**src/rtl/decimate_multi.sv**
```systemverilog
// Multi-channel decimator for time-interleaved sample streams. Each channel either keeps the last
// sample of every 2^K-sample group (pick) or outputs the rounded boxcar average of the group (avg).
module decimate_multi #(
  parameter int DATA_IN_BITS   = 17,
  parameter int DATA_OUT_BITS  = 17,
  parameter int NUM_CHANNELS   = 4,
  parameter int CHANNEL_BITS   = 2,
  parameter int MAX_RATIO_LOG2 = 5,
  parameter int RATIO_BITS     = 3
) (
  input  logic                            clk,
  input  logic                            rst,
  input  logic                            sync_clr,
  input  logic                            mode,
  input  logic [RATIO_BITS-1:0]           ratio_log2,
  input  logic                            data_in_ready,
  input  logic [CHANNEL_BITS-1:0]         data_in_channel,
  input  logic signed [DATA_IN_BITS-1:0]  data_in,
  output logic                            data_out_ready,
  output logic [CHANNEL_BITS-1:0]         data_out_channel,
  output logic signed [DATA_OUT_BITS-1:0] data_out
);

  localparam int ACC_W = DATA_IN_BITS + MAX_RATIO_LOG2;
  localparam int CNT_W = (MAX_RATIO_LOG2 > 0) ? MAX_RATIO_LOG2 : 1;
  localparam int EXT_W = (ACC_W + 1 > DATA_OUT_BITS) ? ACC_W + 1 : DATA_OUT_BITS;
  localparam logic signed [EXT_W-1:0] OUT_MAX =
    {{(EXT_W - DATA_OUT_BITS + 1){1'b0}}, {(DATA_OUT_BITS - 1){1'b1}}};
  localparam logic signed [EXT_W-1:0] OUT_MIN = ~OUT_MAX;

  logic [RATIO_BITS-1:0]   k_q, k_in;
  logic                    mode_q;
  logic [CNT_W-1:0]        cnt_q [NUM_CHANNELS];
  logic [CNT_W-1:0]        cnt_d [NUM_CHANNELS];
  logic signed [ACC_W-1:0] acc_q [NUM_CHANNELS];
  logic signed [ACC_W-1:0] acc_d [NUM_CHANNELS];

  logic                       out_valid_q, out_valid_d;
  logic [CHANNEL_BITS-1:0]    out_chan_q, out_chan_d;
  logic [DATA_OUT_BITS-1:0]   out_data_q, out_data_d;

  logic                    clr, accept, done;
  logic [CNT_W-1:0]        sel_cnt, cnt_eff;
  logic signed [ACC_W-1:0] sel_acc, acc_new;
  logic [CNT_W:0]          group_last;
  logic signed [ACC_W:0]   acc_wide, half, rounded;
  logic signed [EXT_W-1:0] pre_sat;

  // NOTE: combinational logic uses blocking '=' with every output given a default first, so no
  // path leaves a signal unassigned and no latch is inferred.
  always_comb begin
    k_in = (ratio_log2 > RATIO_BITS'(MAX_RATIO_LOG2)) ? RATIO_BITS'(MAX_RATIO_LOG2) : ratio_log2;
    // A configuration change restarts every group exactly like sync_clr.
    clr    = sync_clr || (k_in != k_q) || (mode != mode_q);
    accept = data_in_ready && (int'(data_in_channel) < NUM_CHANNELS);

    sel_cnt = '0;
    sel_acc = '0;
    for (int c = 0; c < NUM_CHANNELS; c++) begin
      if (data_in_channel == CHANNEL_BITS'(c)) begin
        sel_cnt = cnt_q[c];
        sel_acc = acc_q[c];
      end
    end
    cnt_eff = clr ? '0 : sel_cnt;

    group_last = ((CNT_W + 1)'(1) << k_in) - (CNT_W + 1)'(1);
    done       = ({1'b0, cnt_eff} == group_last);
    acc_new    = ((cnt_eff == '0) ? ACC_W'(0) : sel_acc) + ACC_W'(data_in);

    // One extra bit keeps the rounding add from wrapping; K=0 gives half=0 and no shift.
    acc_wide = {acc_new[ACC_W-1], acc_new};
    half     = ((ACC_W + 1)'(1) << k_in) >> 1;
    rounded  = (acc_wide + half) >>> k_in;

    pre_sat = mode ? EXT_W'(rounded) : EXT_W'(data_in);

    for (int c = 0; c < NUM_CHANNELS; c++) begin
      cnt_d[c] = clr ? '0 : cnt_q[c];
      acc_d[c] = clr ? '0 : acc_q[c];
      if (accept && (data_in_channel == CHANNEL_BITS'(c))) begin
        cnt_d[c] = done ? '0 : cnt_eff + CNT_W'(1);
        acc_d[c] = acc_new;
      end
    end

    out_valid_d = accept && done;
    out_chan_d  = out_chan_q;
    out_data_d  = out_data_q;
    if (out_valid_d) begin
      out_chan_d = data_in_channel;
      if (pre_sat > OUT_MAX)      out_data_d = OUT_MAX[DATA_OUT_BITS-1:0];
      else if (pre_sat < OUT_MIN) out_data_d = OUT_MIN[DATA_OUT_BITS-1:0];
      else                        out_data_d = pre_sat[DATA_OUT_BITS-1:0];
    end
  end

  always_ff @(posedge clk) begin
    if (!rst) begin
      k_q         <= k_in;
      mode_q      <= mode;
      out_valid_q <= 1'b0;
      out_chan_q  <= '0;
      out_data_q  <= '0;
      // NOTE: the per-channel arrays are flops, not RAM, because reset must discard every
      // partial group; resetting them here is intentional.
      for (int c = 0; c < NUM_CHANNELS; c++) begin
        cnt_q[c] <= '0;
        acc_q[c] <= '0;
      end
    end else begin
      k_q         <= k_in;
      mode_q      <= mode;
      out_valid_q <= out_valid_d;
      out_chan_q  <= out_chan_d;
      out_data_q  <= out_data_d;
      for (int c = 0; c < NUM_CHANNELS; c++) begin
        cnt_q[c] <= cnt_d[c];
        acc_q[c] <= acc_d[c];
      end
    end
  end

  assign data_out_ready   = out_valid_q;
  assign data_out_channel = out_chan_q;
  assign data_out         = signed'(out_data_q);

endmodule

```
**config.mk**
```make
export PLATFORM = sky130hd
export DESIGN_NAME = decimate_multi
export DESIGN_NICKNAME = d
export VERILOG_FILES = /design/src/rtl/decimate_multi.sv
export SDC_FILE = /design/constraint.sdc
export NUM_CORES = 1
export LEC_CHECK = 0
export CAP_MARGIN = 10
export CORE_ASPECT_RATIO = 2
export CORE_MARGIN = 8
export CORE_UTILIZATION = 50
export CTS_CLUSTER_SIZE = 24
export DETAILED_ROUTE_END_ITERATION = 8
export GPL_ROUTABILITY_DRIVEN = 0
export GPL_TIMING_DRIVEN = 0
export PLACE_DENSITY = 0.73
export SYNTH_ARGS = -nofsm -noshare
export SYNTH_HDL_FRONTEND = slang
export SYNTH_SLANG_ARGS = --single-unit
export TNS_END_PERCENT = 30
```
**constraint.sdc**
```tcl
create_clock -name clk -period 10.1 [get_ports clk]
set_input_delay 1.01 -clock clk [delete_from_list [all_inputs] [get_ports clk]]
set_output_delay 1.01 -clock clk [all_outputs]
set_load 0.1 [all_outputs]
```
=== Word-level counts from Yosys, hierarchy flattened ===
Memories as Yosys holds them, arrays and structs flattened.
Index checks and enable logic that the tools add are counted.

* Multiplexer cells: 41
* Reductions and logical operators: 9
* Bitwise logic cells: 8
* $lt $le $gt $ge: 3
* Add/sub/neg operators: 4
* Shift-type cells: 3
* Equal/unequal tests: 6

{| class="wikitable"
|+ Operators by type and width
! operator !! count
|-
| $mux W22 || 17
|-
| $mux W5 || 18
|-
| $mux W17 || 2
|-
| $add A22 B23 Y23 || 1
|-
| $gt A23 B17 Y1 const B || 1
|-
| $lt A23 B17 Y1 const B || 1
|-
| $mux W23 || 1
|-
| $shl A1 B3 Y23 const A || 1
|-
| $sshr A23 B3 Y23 || 1
|-
| $add A22 B17 Y22 || 1
|-
| $or A1 B1 Y1 || 8
|-
| $eq A5 B6 Y1 || 1
|-
| $shl A1 B3 Y6 const A || 1
|-
| $sub A6 B2 Y6 const B || 1
|-
| $add A5 B1 Y5 const B || 1
|-
| $logic_and A1 B1 Y1 || 5
|-
| $logic_not A5 Y1 || 1
|-
| $eq A2 B2 Y1 const B || 2
|-
| $gt A3 B3 Y1 const B || 1
|-
| $mux W3 || 1
|-
| $ne A3 B3 Y1 || 1
|-
| $eq A2 B1 Y1 const B || 1
|-
| $logic_not A2 Y1 || 1
|-
| $logic_or A1 B1 Y1 || 2
|-
| 2 further kinds || 3
|}

* Logic and storage cells: 81
* Register bits: 24
* RAM bits: 108
* Memories kept: 2
* Input bits: 27

{| class="wikitable"
|+ Memories
! name !! depth !! bits a word !! rd ports !! clocked after Yosys merged registers in !! wr ports !! RTL line !! RTL
|-
| acc_q || 4 || 22 || 4 || 0 || 4 || 35 || <nowiki>logic signed [ACC_W-1:0] acc_q [NUM_CHANNELS];</nowiki>
|-
| cnt_q || 4 || 5 || 4 || 0 || 4 || 33 || <nowiki>logic [CNT_W-1:0] cnt_q [NUM_CHANNELS];</nowiki>
|}

=== Depth between registers and ports, before layout ===
Gate-level depths: netlist of the first run.

* Depth after elaboration: 15
* Depth in mapped cells: 36
* Depth with buffers taken out: 30

=== Worst setup path after synthesis of the first run ===
No wires, ideal clock.

* Kind: input-to-reg
* Start point: input port ratio_log2[0]
* End point: register out_data_q[15] (netlist: data_out[15])
* Arrival time: 7.926 ns
* Library setup time: 0.120 ns
* Slack: 2.054 ns
* Stages on the path: 35
* Required time: 9.980 ns
* Cell sequence: clkbuf_1 -> a21oi_2 -> inv_2 -> xnor2_1 -> and3_1 -> clkbuf_1 -> clkbuf_1 -> clkbuf_1 -> nand2_1 -> ha_1 -> inv_1 -> a41oi_2 -> clkbuf_1 -> nor2b_1 -> ha_1 -> inv_1 -> fa_1 -> nand2b_1 -> nand2b_1 -> a21oi_1 -> xor2_1 -> inv_1 -> ha_1 -> inv_1 -> o21ai_0 -> a21oi_1 -> nor4_2 -> nand4b_2 -> nor4_2 -> mux2_1 -> o2111ai_1 -> o31ai_1 -> o31a_1 -> or4_1 -> nor3b_1

* Cells in the longest elaborated chain, start to end: 15
* Elaborated cells between the ends (all ways): 21

{| class="wikitable"
|+ RTL lines
! element !! RTL line !! RTL
|-
| start: declaration || 15 || <nowiki>input logic [RATIO_BITS-1:0] ratio_log2,</nowiki>
|-
| $gt A3 B3 Y1 || 52 || <nowiki>k_in = (ratio_log2 > RATIO_BITS'(MAX_RATIO_LOG2)) ? RATIO_BITS'(MAX_RATIO_LOG2) : ratio_log2;</nowiki>
|-
| $mux W3 (*) || 52 ||
|-
| $ne A3 B3 Y1 || 54 || <nowiki>clr = sync_clr || (k_in != k_q) || (mode != mode_q);</nowiki>
|-
| $logic_or A1 B1 Y1 (2 in series) || 54 ||
|-
| $mux W5 || 65 || <nowiki>cnt_eff = clr ? '0 : sel_cnt;</nowiki>
|-
| $logic_not A5 Y1 || 69 || <nowiki>acc_new = ((cnt_eff == '0) ? ACC_W'(0) : sel_acc) + ACC_W'(data_in);</nowiki>
|-
| $mux W22 || 69 ||
|-
| $add A22 B17 Y22 || 69 ||
|-
| $add A22 B23 Y23 || 74 || <nowiki>rounded = (acc_wide + half) >>> k_in;</nowiki>
|-
| $sshr A23 B3 Y23 || 74 ||
|-
| $mux W23 || 76 || <nowiki>pre_sat = mode ? EXT_W'(rounded) : EXT_W'(data_in);</nowiki>
|-
| $lt A23 B17 Y1 || 93 || <nowiki>else if (pre_sat < OUT_MIN) out_data_d = OUT_MIN[DATA_OUT_BITS-1:0];</nowiki>
|-
| $mux W17 || 93 ||
|-
| $mux W17 || 92 || <nowiki>if (pre_sat > OUT_MAX) out_data_d = OUT_MAX[DATA_OUT_BITS-1:0];</nowiki>
|-
| end signal: assignment || 116 || <nowiki>out_data_q <= out_data_d;</nowiki>
|-
| end: declaration || 40 || <nowiki>logic [DATA_OUT_BITS-1:0] out_data_q, out_data_d;</nowiki>
|}

Every way passes the cells marked *; elsewhere a longest branch is shown, timed or not.
A chain may end at the register's enable or synchronous reset.

=== Worst setup path in the final report of the first run ===
* Start point: input port ratio_log2[2]
* End point: register out_data_q[15] (netlist: data_out[15])

Same word-level chain as after synthesis.

==> results_dict.tcl, run 1 <==
set metrics [dict create \
    status "finished, final reports clean" \
    vdd_drop_max_mv 0.0868 \
    grt_first_pass_wirelength_um 50100 \
    synth_ff_type "dfxtp_1" \
    holdPathEnd "data_out[7]$_SDFFE_PN0P_" \
    worst-endpoint-arrival_ps 10030 \
    antenna_found_initial 1 \
    viasPerCell 6.59 \
    fillers 1644 \
    crit_path_end_kind "flip-flop" \
    slew_viol_final 0 \
    synth_top_area_frac 0.295 \
    fp.dieH_um 205 \
    hold_viol 0 \
    yosys_warnings 0 \
    total_power_mw 1.39 \
    cp_num_buf_inv 10 \
    cp_top_family "simple AND/OR/NAND/NOR gates" \
    cts_buffers 17 \
    cts_tree "built" \
    root_buffer "clkbuf_16" \
    r2r_start "mode_q$_DFF_P_" \
    r2r-end "data_out[15]$_SDFFE_PN0P_" \
    nets 1247 \
    coreArea_mm2 0.0177 \
    synth-compound-area-share 0.249 \
    rrSetupSlack_ps 1580 \
    p_leak_nw 3.83 \
    synth_mux_area_frac 0.0903 \
    synth_edf_count 0 \
    syn_avg_cell_area_um2 7.97 \
    io_pins 47 \
    die-width_um 111 \
    wl_per_cell_um 23.2 \
    yosysUniqueCellTypes 88 \
    fmax_mhz 103 \
    grt.overflow.total 0 \
    slew_headroom 0.180 \
    ys_ff_latch 132 \
    synth_area_leader_cell "dfxtp_1" \
    setup.worst_path.class "in -> reg" \
    start_kind "input pin" \
    clkTransAtPathRegs_ps 60 \
    synthAdderAreaFrac 0.0477 \
    slowest_delay_ps 540 \
    grt_usage 0.283 \
    cts.sinks 132 \
    worstPathRequired_ps 10420 \
    syn_to_final_growth_pct 14.8 \
    synth_simple_gate_area_share 0.224 \
    min_from "data_out[7]$_SDFFE_PN0P_" \
    cts_setup_buffers 0 \
    dp_slack_ps -598 \
    synth_area_mm2 0.00896 \
    setup_viol_count_final 0 \
    drc 0 \
    wl_um 32700 \
    grt_max_degree 17 \
    clock_path_buffers 2 \
    num_rows 69 \
    path_common_cell "inv_1" \
    yosysSeqAreaShare 0.295 \
    synthXorXnorAreaFrac 0.0462 \
    min_period_ps 9710 \
    fin_ws_ps 391 \
    utilization 0.581 \
    drt_iter0_markers 749 \
    dr.pass1.iters 8 \
    min_period_over_period 0.961 \
    hold_class "reg -> reg" \
    cpMaxStageDelayCell "nor4_2" \
    synthCells 1125 \
    whs_path_depth 2 \
    cp_max_fo 10 \
    die_area_mm2 0.0227 \
    synthArstFlopShare 0 \
    initial_core_util 0.506 \
    synth_top_family_by_area "compound AO/OA/AOI/OAI gates" \
    rsz0062_at_grt "false" \
    vias 9318 \
    drive_above_1_share 0.0883 \
    clk_latency_ps 430 \
    htree_levels 4 \
    port_buffers 41 \
    skew_ps 9.74 \
    detail-route-antenna-nets 0 \
    power_density_mw_per_mm2 135 \
    synth_area_leaders "dfxtp_1, nor2_1, mux4_2" \
    dp_hpwl_um 24800 \
    grt_pass1_vias 9257 \
    max-cap-violations 0 \
    worst_pin_slew_ps 1230 \
    ff2ff_path_depth 33 \
]
flip-flops by register name (all words and copies together) (netlist names):
| name | cells |
|---|---|
| acc_q | 88 |
| data_out | 17 |
| cnt_q | 20 |
| mode_q | 1 |
| data_out_ready | 1 |
| k_q | 3 |
| data_out_channel | 2 |
repair_timing:
action	in CTS	in global routing
pin swaps	0	1
gates cloned	0	0
setup endpoints to repair	12	17
gates resized for setup	1	9
hold buffers	0	0
layout make-up:
cell class | instances | area, µm² | area share
clock buffer | 21 | 450 | 0.0438
multi-input combinational | 886 | 5940 | 0.578
clock inverter | 11 | 128 | 0.0124
antenna | 1 | 2.50 | 0.000243
buffer | 82 | 334 | 0.0325
tap | 213 | 267 | 0.0259
inverter | 26 | 97.6 | 0.00949
timing repair buffer | 42 | 422 | 0.0410
sequential | 132 | 2640 | 0.257
per-stage QoR:
| step | hold WS, ps | cells | TNS [ps] | instance area [µm²] |
|---|---|---|---|---|
| after global routing | 479 | 1413 | 0 | 10300 |
| after detailed placement | 440 | 1381 | -7500 | 9660 |
| final | 449 | 1414 | 0 | 10300 |
| after CTS | 448 | 1413 | 0 | 10200 |
| after global placement | 436 | 1380 | -6000 | 9640 |
| after floorplan | 445 | 1126 | 0 | 8970 |
placed cells by master (no fill, tap or decap), drive strengths merged, types with 12 or more instances in the layout:
master,count
mux4,26
clkdlybuf4s50,41
a21oi,67
nand2,77
nor3,12
a22oi,26
clkbuf,91
o211ai,14
dfxtp,132
buf,13
nor2,231
a31oi,71
inv,26
ha,31
nand3,36
mux2i,19
xnor2,26
xor2,17
o21ai,40
nand2b,12
nor2b,24
routing by layer:
| metal | GRT usage | wire length [µm] | vias to the layer above |
|---|---|---|---|
| met5 | 0 | 0 | - |
| li1 | - | - | 4239 |
| met4 | 0.246 | 2810 | 0 |
| met1 | 0.247 | 10600 | 4398 |
| met3 | 0.0665 | 2030 | 181 |
| met2 | 0.529 | 17300 | 500 |
worst register-to-register path: cells and delay by family (launching register included):
family / cells / cell delay, ps
buffers and inverters: 8 / 1650
AND/OR/NAND/NOR: 11 / 3220
XOR/XNOR: 2 / 510
adder cells (fa/ha/maj): 4 / 1150
AO/OA/AOI/OAI: 7 / 1190
flip-flops: 1 / 300
multiplexers: 1 / 380
synthesized netlist by cell type, drive strengths merged (26+ instances only):
| cell | n |
|---|---|
| dfxtp | 132 |
| a21oi | 67 |
| o21ai | 40 |
| mux4 | 26 |
| a31oi | 71 |
| clkbuf | 69 |
| xnor2 | 26 |
| a22oi | 26 |
| nand2 | 77 |
| ha | 31 |
| nor2 | 231 |
| nand3 | 36 |
power by group:
part / leakage (nW) / switching, mW / internal (mW) / total (mW)
clock network: 0.274 / 0.250 / 0.371 / 0.621
registers: 1.07 / 0.00409 / 0.528 / 0.532
logic: 2.49 / 0.157 / 0.0763 / 0.234
total: 3.83 / 0.411 / 0.976 / 1.39
cell families (layout without fill, tap and decap cells):
group | count (synthesis) | after routing
simple gates | 440 | 440
compound gates | 320 | 320
flops | 132 | 132
buf+inv | 108 | 182
mux | 48 | 48
xor+xnor | 43 | 43
fa+ha+maj | 33 | 33
other cells | 1 | 3
how the worst max path moves through the flow:
stage | start | to | slack, ps | depth (start not counted)
after global routing | ratio_log2[2] | data_out[15]$_SDFFE_PN0P_ | 40 | 33
after detailed placement | ratio_log2[2] | data_out[1]$_SDFFE_PN0P_ | -600 | 34
after global placement | ratio_log2[2] | data_out[1]$_SDFFE_PN0P_ | -510 | 35
after CTS | ratio_log2[2] | data_out[1]$_SDFFE_PN0P_ | 20 | 34
after floorplan | ratio_log2[0] | data_out[15]$_SDFFE_PN0P_ | 2050 | 35
final | ratio_log2[2] | data_out[15]$_SDFFE_PN0P_ | 390 | 35
Note: power is estimated with default switching activity, not from simulation.
==> run 2, diff against run 1 <==
--- a/config.mk
+++ b/config.mk
@@ -13,7 +13,7 @@
 export DETAILED_ROUTE_END_ITERATION = 8
 export GPL_ROUTABILITY_DRIVEN = 0
 export GPL_TIMING_DRIVEN = 0
-export PLACE_DENSITY = 0.73
+export PLACE_DENSITY = 0.68
 export SYNTH_ARGS = -nofsm -noshare
 export SYNTH_HDL_FRONTEND = slang
 export SYNTH_SLANG_ARGS = --single-unit
==> run 2 against run 1 <==
Net effect:
- count of clock-buffer cells in the layout fell by 1
- setup slack improved by 130 ps
- non-clock buffer count rose by 1
- combinational power barely moved
- core utilization rose by 0.78 points
- die area did not move
- clock skew fell by 3.8 ps
- register-to-register slack got worse by 30 ps
- final cell count barely moved
- worst hold slack got worse by 2.2 ps
- sequential share of layout area fell by 0.34 points
- critical path type unchanged
==> results_dict.tcl, run 2 (same netlist as run 1, synthesis figures left out) <==
set metrics [dict create \
    status "finished, final reports clean" \
    hold_class "reg -> reg" \
    initial_core_util 0.506 \
    cp.depth 32 \
    viasPerCell 6.60 \
    cts.sinks 132 \
    skew_ps 5.89 \
    final_common_cell "nor2_1" \
    fmax_mhz 104 \
    root_buffer "clkbuf_16" \
    ff2ff_path_depth 30 \
    cts_buffers 17 \
    wl_um 33500 \
    grt_pass1_vias 9308 \
    antenna_found_initial 0 \
    worst-endpoint-arrival_ps 9900 \
    grt_usage 0.291 \
    coreArea_mm2 0.0177 \
    utilization 0.589 \
    drive_above_1_share 0.0917 \
    grt_first_pass_wirelength_um 51000 \
    nets 1248 \
    start_kind "input pin" \
    worstPathRequired_ps 10420 \
    dr.pass1.iters 5 \
    cpMaxStageDelayCell "a221oi_1" \
    largest_register "acc_q" \
    worst_pin_slew_ps 1050 \
    min_period_over_period 0.948 \
    rsz0062_at_grt "false" \
    slew_headroom 0.299 \
    whs_path_depth 2 \
    cp_max_fo 10 \
    fin_ws_ps 524 \
    vias 9322 \
    holdWs_ps 446 \
    min_from "data_out[7]$_SDFFE_PN0P_" \
    setup.worst_path.class "in -> reg" \
    clk_latency_ps 430 \
    num_rows 69 \
    cts_tree "built" \
    slew_viol_final 0 \
    r2r-end "data_out[15]$_SDFFE_PN0P_" \
    holdPathEnd "data_out[7]$_SDFFE_PN0P_" \
    slowest_delay_ps 800 \
    diodes 0 \
    detail-route-antenna-nets 0 \
    dp_slack_ps -687 \
    clkTransAtPathRegs_ps 60 \
    drt_iter0_markers 593 \
    grt.overflow.total 0 \
    drc 0 \
    power_density_mw_per_mm2 144 \
    fillers 1621 \
    port_buffers 41 \
    clock_path_buffers 2 \
    setup_viol_count_final 0 \
    htree_levels 4 \
    io_pins 47 \
    largest_register_ffs 88 \
    rrSetupSlack_ps 1550 \
    max-cap-violations 0 \
    cp_num_buf_inv 8 \
    wl_per_cell_um 23.7 \
    crit_path_end_kind "flip-flop" \
    grt_max_degree 17 \
    hold_viol 0 \
    total_power_mw 1.50 \
    multi_input_area_mm2 0.00596 \
    r2r_start "mode_q$_DFF_P_" \
    cp_top_family "compound AO/OA/AOI/OAI gates" \
    min_period_ps 9580 \
    fp.dieH_um 205 \
    die_area_mm2 0.0227 \
    die-width_um 111 \
    dp_hpwl_um 25400 \
    syn_to_final_growth_pct 16.3 \
    layout.area.seq_mm2 0.00264 \
    cts_hold_buf 0 \
    vdd_drop_max_mv 0.130 \
    final_cell_mix "nor2_1, dfxtp_1, nand2_1" \
    p_leak_nw 3.90 \
]
## run 2: cell types whose count changed in the layout (fill, tap and decap cells not counted), moves of 2 or more
cell and delta:
clkbuf_8 +2, clkbuf_1 -4, buf_4 +2, clkinv_2 -2
bufinv_16 +4, clkinvlp_4 -2
## run 2: worst min-delay path, delay by kind of cell (launching register included)
kind | cells | cell delay [ps]
flip-flops | 1 | 310
AND/OR/NAND/NOR | 1 | 50
AO/OA/AOI/OAI | 1 | 50
## run 2: per-stage QoR
step,instances,instance area [µm²],TNS [ps]
floorplan,1126,8970,0
global placement,1380,9640,-7730
detailed placement,1381,9660,-9240
CTS,1414,10400,-19.5
global route,1413,10400,0
finish,1413,10400,0
## run 2: what timing repair did
item | CTS | global route
pin swaps | 1 | 0
setup buffers | 2 | 0
gates resized for setup | 2 | 11
endpoints found under the setup margin | 16 | 17
## run 2: cell type report
class | instances | area share
Sequential cell | 132 | 0.253
Inverter | 26 | 0.00936
Multi-Input combinational cell | 886 | 0.572
Clock inverter | 11 | 0.0214
Tap cell | 213 | 0.0256
Buffer | 81 | 0.0317
Clock buffer | 20 | 0.0448
Timing Repair Buffer | 44 | 0.0419
## run 2: report_power, final
| part | total, mW | switching, mW | internal [mW] |
|---|---|---|---|
| registers | 0.532 | 0.00396 | 0.528 |
| clock network | 0.736 | 0.253 | 0.483 |
| logic | 0.235 | 0.158 | 0.0769 |
| total | 1.50 | 0.415 | 1.09 |
## run 2: routing by layer
layer / GRT usage / vias up / wire, µm
met5: 0 / - / 0
met3: 0.0616 / 188 / 2030
li1: - / 4233 / -
met4: 0.293 / 0 / 3210
met2: 0.524 / 486 / 17300
met1: 0.259 / 4415 / 10900
## run 2: how the worst max path moves through the flow
stage	startpoint	endpoint	slack [ps]
floorplan	ratio_log2[0]	data_out[15]$_SDFFE_PN0P_	2050
global placement	ratio_log2[2]	data_out[3]$_SDFFE_PN0P_	-590
detailed placement	ratio_log2[2]	data_out[2]$_SDFFE_PN0P_	-690
CTS	ratio_log2[2]	data_out[7]$_SDFFE_PN0P_	-10
global route	ratio_log2[2]	data_out[7]$_SDFFE_PN0P_	110
finish	ratio_log2[2]	data_out[15]$_SDFFE_PN0P_	520
